[config.mk]
export PLATFORM = sky130hd
export DESIGN_NAME = switch_bcd_counter
export DESIGN_NICKNAME = d
export VERILOG_FILES = /design/src/rtl/seg_display_pkg.sv /design/src/rtl/debounce_edge_detect.sv /design/src/rtl/switch_bcd_counter.sv
export SDC_FILE = /design/constraint.sdc
export NUM_CORES = 1
export LEC_CHECK = 0
export CORE_ASPECT_RATIO = 1.1
export CORE_MARGIN = 1.5
export CORE_UTILIZATION = 25
export CTS_CLUSTER_DIAMETER = 40
export DETAILED_ROUTE_END_ITERATION = 10
export GPL_ROUTABILITY_DRIVEN = 0
export PLACE_DENSITY_LB_ADDON = 0.2
export SLEW_MARGIN = 20
export SYNTH_ARGS = -nofsm -noshare
export SYNTH_HDL_FRONTEND = slang
export SYNTH_SLANG_ARGS = --single-unit
[constraint.sdc]
create_clock -name i_Clk -period 2.5 [get_ports i_Clk]
set_input_delay 0.5 -clock i_Clk [delete_from_list [all_inputs] [get_ports i_Clk]]
set_output_delay 0.5 -clock i_Clk [all_outputs]
set_load 0.005 [all_outputs]
[src/rtl/seg_display_pkg.sv]
// Shared types and constants for the two-digit seven-segment display path.
package seg_display_pkg;

  typedef logic [3:0] bcd_digit_t;

  localparam bcd_digit_t DIGIT_MAX   = 4'd9;
  localparam int         SYNC_STAGES = 2;

  // 10 ms of stable level at a 25 MHz system clock.
  localparam int DEFAULT_DEBOUNCE_LIMIT = 250000;

endpackage

[src/rtl/debounce_edge_detect.sv]
// One pushbutton: two-flop synchroniser, hold-time debouncer and a
// registered single-cycle pulse on each accepted press.
module debounce_edge_detect
  import seg_display_pkg::*;
#(
  parameter int DEBOUNCE_LIMIT = DEFAULT_DEBOUNCE_LIMIT
) (
  input  logic i_Clk,
  input  logic i_Reset,
  input  logic i_Switch,
  output logic o_Level,
  output logic o_Press
);

  localparam int               CNT_W    = $clog2(DEBOUNCE_LIMIT);
  localparam logic [CNT_W-1:0] CNT_LAST = CNT_W'(DEBOUNCE_LIMIT - 1);

  logic [SYNC_STAGES-1:0] sync;
  logic [CNT_W-1:0]       count;
  logic                   synced;
  logic                   level;
  logic                   level_d;
  logic                   press;

  assign synced = sync[SYNC_STAGES-1];

  // The counter only runs while the synchronised input disagrees with the
  // accepted level; any agreeing sample throws the partial count away.
  always_ff @(posedge i_Clk or posedge i_Reset) begin
    if (i_Reset) begin
      sync    <= '0;
      count   <= '0;
      level   <= 1'b0;
      level_d <= 1'b0;
      press   <= 1'b0;
    end else begin
      sync    <= {sync[SYNC_STAGES-2:0], i_Switch};
      level_d <= level;
      press   <= level & ~level_d;
      if (synced == level) begin
        count <= '0;
      end else if (count == CNT_LAST) begin
        level <= synced;
        count <= '0;
      end else begin
        count <= count + 1'b1;
      end
    end
  end

  assign o_Level = level;
  assign o_Press = press;

endmodule

[src/rtl/switch_bcd_counter.sv]
// Three debounced pushbuttons driving a two-digit BCD up/down counter that
// wraps between 00 and MAX_COUNT.
module switch_bcd_counter
  import seg_display_pkg::*;
#(
  parameter int DEBOUNCE_LIMIT = DEFAULT_DEBOUNCE_LIMIT,
  parameter int MAX_COUNT      = 99
) (
  input  logic       i_Clk,
  input  logic       i_Reset,
  input  logic       i_Switch_Inc,
  input  logic       i_Switch_Dec,
  input  logic       i_Switch_Clr,
  output bcd_digit_t o_Tens,
  output bcd_digit_t o_Ones,
  output logic       o_Wrap
);

  localparam bcd_digit_t MAX_TENS = bcd_digit_t'(MAX_COUNT / 10);
  localparam bcd_digit_t MAX_ONES = bcd_digit_t'(MAX_COUNT % 10);

  logic       inc_press;
  logic       dec_press;
  logic       clr_press;
  logic [2:0] levels_unused;

  bcd_digit_t tens;
  bcd_digit_t ones;
  logic       wrap;

  debounce_edge_detect #(.DEBOUNCE_LIMIT(DEBOUNCE_LIMIT)) u_inc (
    .i_Clk    (i_Clk),
    .i_Reset  (i_Reset),
    .i_Switch (i_Switch_Inc),
    .o_Level  (levels_unused[0]),
    .o_Press  (inc_press)
  );

  debounce_edge_detect #(.DEBOUNCE_LIMIT(DEBOUNCE_LIMIT)) u_dec (
    .i_Clk    (i_Clk),
    .i_Reset  (i_Reset),
    .i_Switch (i_Switch_Dec),
    .o_Level  (levels_unused[1]),
    .o_Press  (dec_press)
  );

  debounce_edge_detect #(.DEBOUNCE_LIMIT(DEBOUNCE_LIMIT)) u_clr (
    .i_Clk    (i_Clk),
    .i_Reset  (i_Reset),
    .i_Switch (i_Switch_Clr),
    .o_Level  (levels_unused[2]),
    .o_Press  (clr_press)
  );

  // Clear beats everything; simultaneous inc and dec cancel out.
  always_ff @(posedge i_Clk or posedge i_Reset) begin
    if (i_Reset) begin
      tens <= '0;
      ones <= '0;
      wrap <= 1'b0;
    end else begin
      wrap <= 1'b0;
      if (clr_press) begin
        tens <= '0;
        ones <= '0;
      end else if (inc_press && !dec_press) begin
        if (tens == MAX_TENS && ones == MAX_ONES) begin
          tens <= '0;
          ones <= '0;
          wrap <= 1'b1;
        end else if (ones == DIGIT_MAX) begin
          ones <= '0;
          tens <= tens + 4'd1;
        end else begin
          ones <= ones + 4'd1;
        end
      end else if (dec_press && !inc_press) begin
        if (tens == '0 && ones == '0) begin
          tens <= MAX_TENS;
          ones <= MAX_ONES;
          wrap <= 1'b1;
        end else if (ones == '0) begin
          ones <= DIGIT_MAX;
          tens <= tens - 4'd1;
        end else begin
          ones <= ones - 4'd1;
        end
      end
    end
  end

  assign o_Tens = tens;
  assign o_Ones = ones;
  assign o_Wrap = wrap;

endmodule
-- After elaboration in Yosys (flattened, before gate mapping)
Index checks and enable logic that the tools add are counted.
- register bits: 78
- latch bits: 0
- memory bits (writable): 0
- ROM bits: 0
- input port bits: 5
- output and inout bits: 9
- logic and storage cells: 82
- memories: 0
- add/sub/neg operators: 7
- multiply operators: 0
- div/mod/pow operators: 0
- order comparisons: 0
- eq/ne operators: 9
- shifts and indexed selects: 0
- multiplexer cells: 25
- bitwise operators: 9
- reductions and logical operators: 14
- operators with widths (operator ; number):
    two-way mux 18 bit ; 6
    two-way mux 4 bit ; 14
    adder 18 x 1 -> 18 bit (second input constant) ; 3
    equality test 18 bit (second input constant) ; 3
    adder 4 x 1 -> 4 bit (second input constant) ; 2
    equality test 4 bit (second input constant) ; 2
    logical NOT 4 bit ; 2
    subtractor 4 x 1 -> 4 bit (second input constant) ; 2
    NOT 1 bit ; 6
    AND reduction 2 bit ; 3
    two-way mux 1 bit ; 5
    logical AND 1 bit ; 4
    inequality test 4 x 1 -> 1 bit (second input constant) ; 1
    nonzero test 4 bit ; 1
    bitwise AND 1 bit ; 3
    equality test 1 bit ; 3
    AND reduction 3 bit ; 1
    nonzero test 3 bit ; 1
    logical NOT 1 bit ; 2

-- Logic depth before layout (Yosys ltp)
- depth in word-level cells: 6
- gate-level depth with buffers: 8
- mapped depth without buffers: 7

-- Cells and area by module
A second synthesis with hierarchy kept.
- cells, all modules: 408
- area, all modules: 4111.4 µm²
- by module, submodules not included (module ; instances ; cells an instance ; area each (µm²) ; seq. area each (µm²)):
    debounce_edge_detect at u_clr ... ; 2 ; 107 ; 1112.3 ; 575.6
    debounce_edge_detect at u_dec ; 1 ; 102 ; 1078.5 ; 575.6
    switch_bcd_counter ; 1 ; 92 ; 808.3 ; 225.2

-- Worst setup path before layout
Ideal clock, no wire load.
- path type: reg-to-reg
- start point: register ones[0], in the netlist o_Ones[0]
- end point: register tens[2], in the netlist o_Tens[2]
- setup time: 0.104 ns
- data arrival time: 1.724 ns
- data required time: 2.396 ns
- path slack: 0.672 ns
- cell stages (with the launch flop): 7
- path buffers: 0
- period minus slack after synthesis: 1.828 ns
- cell sequence: dfrtp_1 -> inv_1 -> ha_1 -> or3b_4 -> a211oi_4 -> nor2_2 -> o41ai_2
- cells in the longest elaborated chain, start to end: 6
- elaborated cells between the ends (all ways): 12
- classes of those cells: 2 x eq/ne; 5 x mux; 5 x reduce/logical
- RTL lines (what ; line ; RTL):
    start, declared ; switch_bcd_counter.sv:28 ; bcd_digit_t ones;
    start signal, assigned ; switch_bcd_counter.sv:75 ; ones <= ones + 4'd1;
    start signal, assigned ; switch_bcd_counter.sv:86 ; ones <= ones - 4'd1;
    logical NOT 4 bit ; switch_bcd_counter.sv:78, switch_bcd_counter.sv:82 ;
    logical AND 1 bit ; switch_bcd_counter.sv:78 ; if (tens == '0 && ones == '0) begin
    two-way mux 4 bit ; switch_bcd_counter.sv:78 ;
    two-way mux 4 bit ; switch_bcd_counter.sv:77 ; end else if (dec_press && !inc_press) begin
    two-way mux 4 bit ; switch_bcd_counter.sv:66 ; end else if (inc_press && !dec_press) begin
    two-way mux 4 bit ; switch_bcd_counter.sv:63 ; if (clr_press) begin
    end signal, assigned ; switch_bcd_counter.sv:73 ; tens <= tens + 4'd1;
    end signal, assigned ; switch_bcd_counter.sv:84 ; tens <= tens - 4'd1;
    end, declared ; switch_bcd_counter.sv:27 ; bcd_digit_t tens;
Several ways; a longest one is shown, not always the timed one. The select of a mux whose other input is x is not followed.
A chain may end at the register's enable or synchronous reset.

-- Worst setup path after layout
- start point: register ones[0], in the netlist o_Ones[0]
- end point: register tens[1], in the netlist o_Tens[1]
The elaborated chain is that of the path after synthesis.

==> out/results.ini <==
[clocking]
cts_hold_buffers = 0
postCtsSetupBuffers = 0
cts_inserted_buffers = 9
cts_sinks = 78
clk_transition_reported_paths_ps = 60
clock_latency_ps = 330
htree_levels = 3
root_buffer = clkbuf_16
cts_resized = 0
cts_tree = yes
clock_tree.buffer_depth = 2

[sta]
finalWorstSetupSlack_ps = 458
period_needed_ps = 2040
tns_ps = 0
skew_ps = 4.54
fin_crit_sh_pct = 81.7
worst_pin_slew_ps = 563
drv_slew = 0
max_freq_mhz = 490
slew_headroom_pct = 62.3
hold_viol_final = 0
rsz0062_at_grt = false
setup_violations = 0

[critical_path]
critPathSlowestCell = nor3b_1
critPathCaptureType = flip-flop
path_delay_family = simple AND/OR/NAND/NOR gates
critPathRequiredTime_ps = 2710
path_class = reg2reg
crit_chain = inv_1 > ha_1 > nor3b_1 > nand3b_1 > nor3b_1 > a21oi_1 > o21ai_0
worst-path-buf-inv = 1
slowest_delay_ps = 490
cp_max_fo = 7
crit_path_start_kind = flip-flop
cp_common_cell = nor3b_1
cp.arrival_ps = 2260

[cells_and_area]
drive_gt1_share_pct = 8.71
syn_to_final_growth_pct = 17.1
insertedDiodeCount = 0
nNetsFinal = 414

[drt]
viasPerCell = 4.46
drtAntennaViolNets = 0
firstDrtPassIters = 4
route.detailed.drc = 0
via_count = 2666
drt-initial-drc-count = 128
wire_per_inst_um = 12.1
routed_wl_um = 7250

[die]
die-area_um2 = 16200
die_w_um = 121
start_util_pct = 25.6
rows = 47
coreArea_um2 = 15100
die_y_um = 133
boundaryPins = 14

[global_route]
antenna_found_initial = 0
grt_start_max_net_pins = 32
grt_pass1_vias = 2689
grt_overflow = 0
grt_pass1_wl_um = 12900
track_usage_pct = 9.96

[yosys]
syn_area_um2 = 3850
ys_types = 49
synth-main-ff-cell = dfrtp_1
synth_fp_nets = 394
ys_warn_count = 0
synth_edf_count = 0
ys_seq_area_share_pct = 50.6
async_reset_ff_share_pct = 100
syn_avg_cell_area_um2 = 10.2
syn_inst = 378
ys_ff_latch = 78

[power]
power_density_nw_per_um2 = 606
leakagePower_nw = 1.87
report.power.total_mw = 2.73
ir_worst_vdd_mv = 0.289

[run]
cap_violations = 0

[outcome]
outcome = completed

[placed_design]
port_buffers = 13
hpwl_um = 5060
place_ws_ps = 526

[min_path]
hold_path_class = reg2reg

==> report_power, final <==
group / leakage [nW] / internal (mW) / switching, mW
clock: 0.152 / 0.868 / 0.501
combinational: 0.654 / 0.0245 / 0.0485
sequential: 1.07 / 1.28 / 0.0136
==> worst reg2reg max path, cell delays in order, from the launching register on <==
cell and delay (ps):
dfrtp_1 440, inv_1 110, ha_1 230, nor3b_1 490
nand3b_1 270, nor3b_1 210, a21oi_1 110, o21ai_0 80
==> placed cells by master (no fill, tap or decap), types with 2 or more instances in the layout <==
cell type	Yosys	final
bufinv_16	0	2
buf_4	2	4
a21oi_1	9	9
xor2_1	33	33
or3_1	2	2
nor4_2	2	2
nand4_1	16	16
nor2b_1	9	9
nand2b_1	2	2
clkdlybuf4s50_1	0	13
nand3_1	24	24
mux2_2	3	3
o21ai_0	9	9
ha_1	11	11
nor2_1	71	71
nor4_1	5	5
inv_1	13	12
and3_1	6	6
nor3_1	3	3
dfrtp_1	78	78
xnor2_1	18	18
clkinv_2	0	3
clkbuf_16	0	9
nor3b_1	2	2
nand2_1	22	22
and4_1	3	3
nand3b_1	4	4
nor4b_2	2	2
and2_1	3	3
==> metal layers <==
metal / global-route usage [%] / part of all wire, %
met1: 13.5 / 49
met2: 15.3 / 47
met3: 2.05 / 2.8
met4: 4.44 / 1.5
met5: 0 / 0
==> synthesized netlist by cell type, types with 2 or more instances <==
library cell	instances	share of area (%)
xor2_1	33	7.5
or3_1	2	0.32
nor4_1	5	0.81
and4_1	3	0.68
buf_6	3	0.88
buf_4	2	0.39
nor4b_2	2	0.78
inv_1	13	1.3
xnor2_1	18	4.1
and3_1	6	0.97
nand3_1	24	3.1
nor3_1	3	0.39
nand2_1	22	2.1
a21oi_1	9	1.2
nor2b_1	9	1.5
mux2_2	3	0.88
nor3b_1	2	0.39
nor4_2	2	0.65
ha_1	11	3.6
nand3b_1	4	0.78
nand4_1	16	2.6
and2_1	3	0.49
nor2_1	71	6.9
dfrtp_1	78	51
nand2b_1	2	0.32
o21ai_0	9	1.2
==> worst paths after layout <==
| kind | start | end | cells after the start | slack (ps) |
|---|---|---|---|---|
| worst max register to register | o_Ones[0] | o_Tens[1] | 7 | 460 |
| worst min-delay path | u_inc.sync[0] | u_inc.sync[1] | 0 | 350 |
| max in group asynchronous | i_Reset | u_inc.count[17] | 3 | 1480 |
| min in group asynchronous | i_Reset | o_Tens[1] | 2 | 480 |
| worst max-delay path | o_Ones[0] | o_Tens[1] | 7 | 460 |
| worst min register to register | u_inc.sync[0] | u_inc.sync[1] | 0 | 350 |
==> cell families after synthesis <==
family                     Yosys count  synth area share (%)
AOI/OAI and AO/OA                   28                  5.16
xor gates and xnor gates            51                  11.6
adders and majority gates           11                  3.57
buffers and inverters               22                  3.31
DFF                                 78                  50.6
muxes                                4                  1.14
and+or+nand+nor                    184                  24.6
==> through the flow <==
stage | instances | hold WS [ps] | util [%] | instance area [um^2]
CTS | 598 | 349 | 30.0 | 4510
global placement | 583 | 334 | 27.9 | 4200
finish | 598 | 347 | 30.0 | 4510
detailed placement | 583 | 335 | 27.9 | 4200
floorplan | 378 | 331 | - | 3850
global route | 598 | 359 | 30.0 | 4510
==> area by class of cell <==
class	instances	area, um^2
multi-input cells	278	1770
clock buffers	9	225
fillers	1586	10500
repair buffers	18	180
clock inverters	6	86.3
well taps	196	245
flip-flops and latches	78	1950
inverters	13	50.0
==> state kept, by name, indices dropped and copies added (netlist names), 2 cells and up <==
name         flops
u_clr.count     18
u_dec.count     18
u_inc.count     18
o_Ones           4
o_Tens           4
u_clr.sync       2
u_dec.sync       2
u_inc.sync       2
Note: power is estimated with default switching activity, not from simulation.
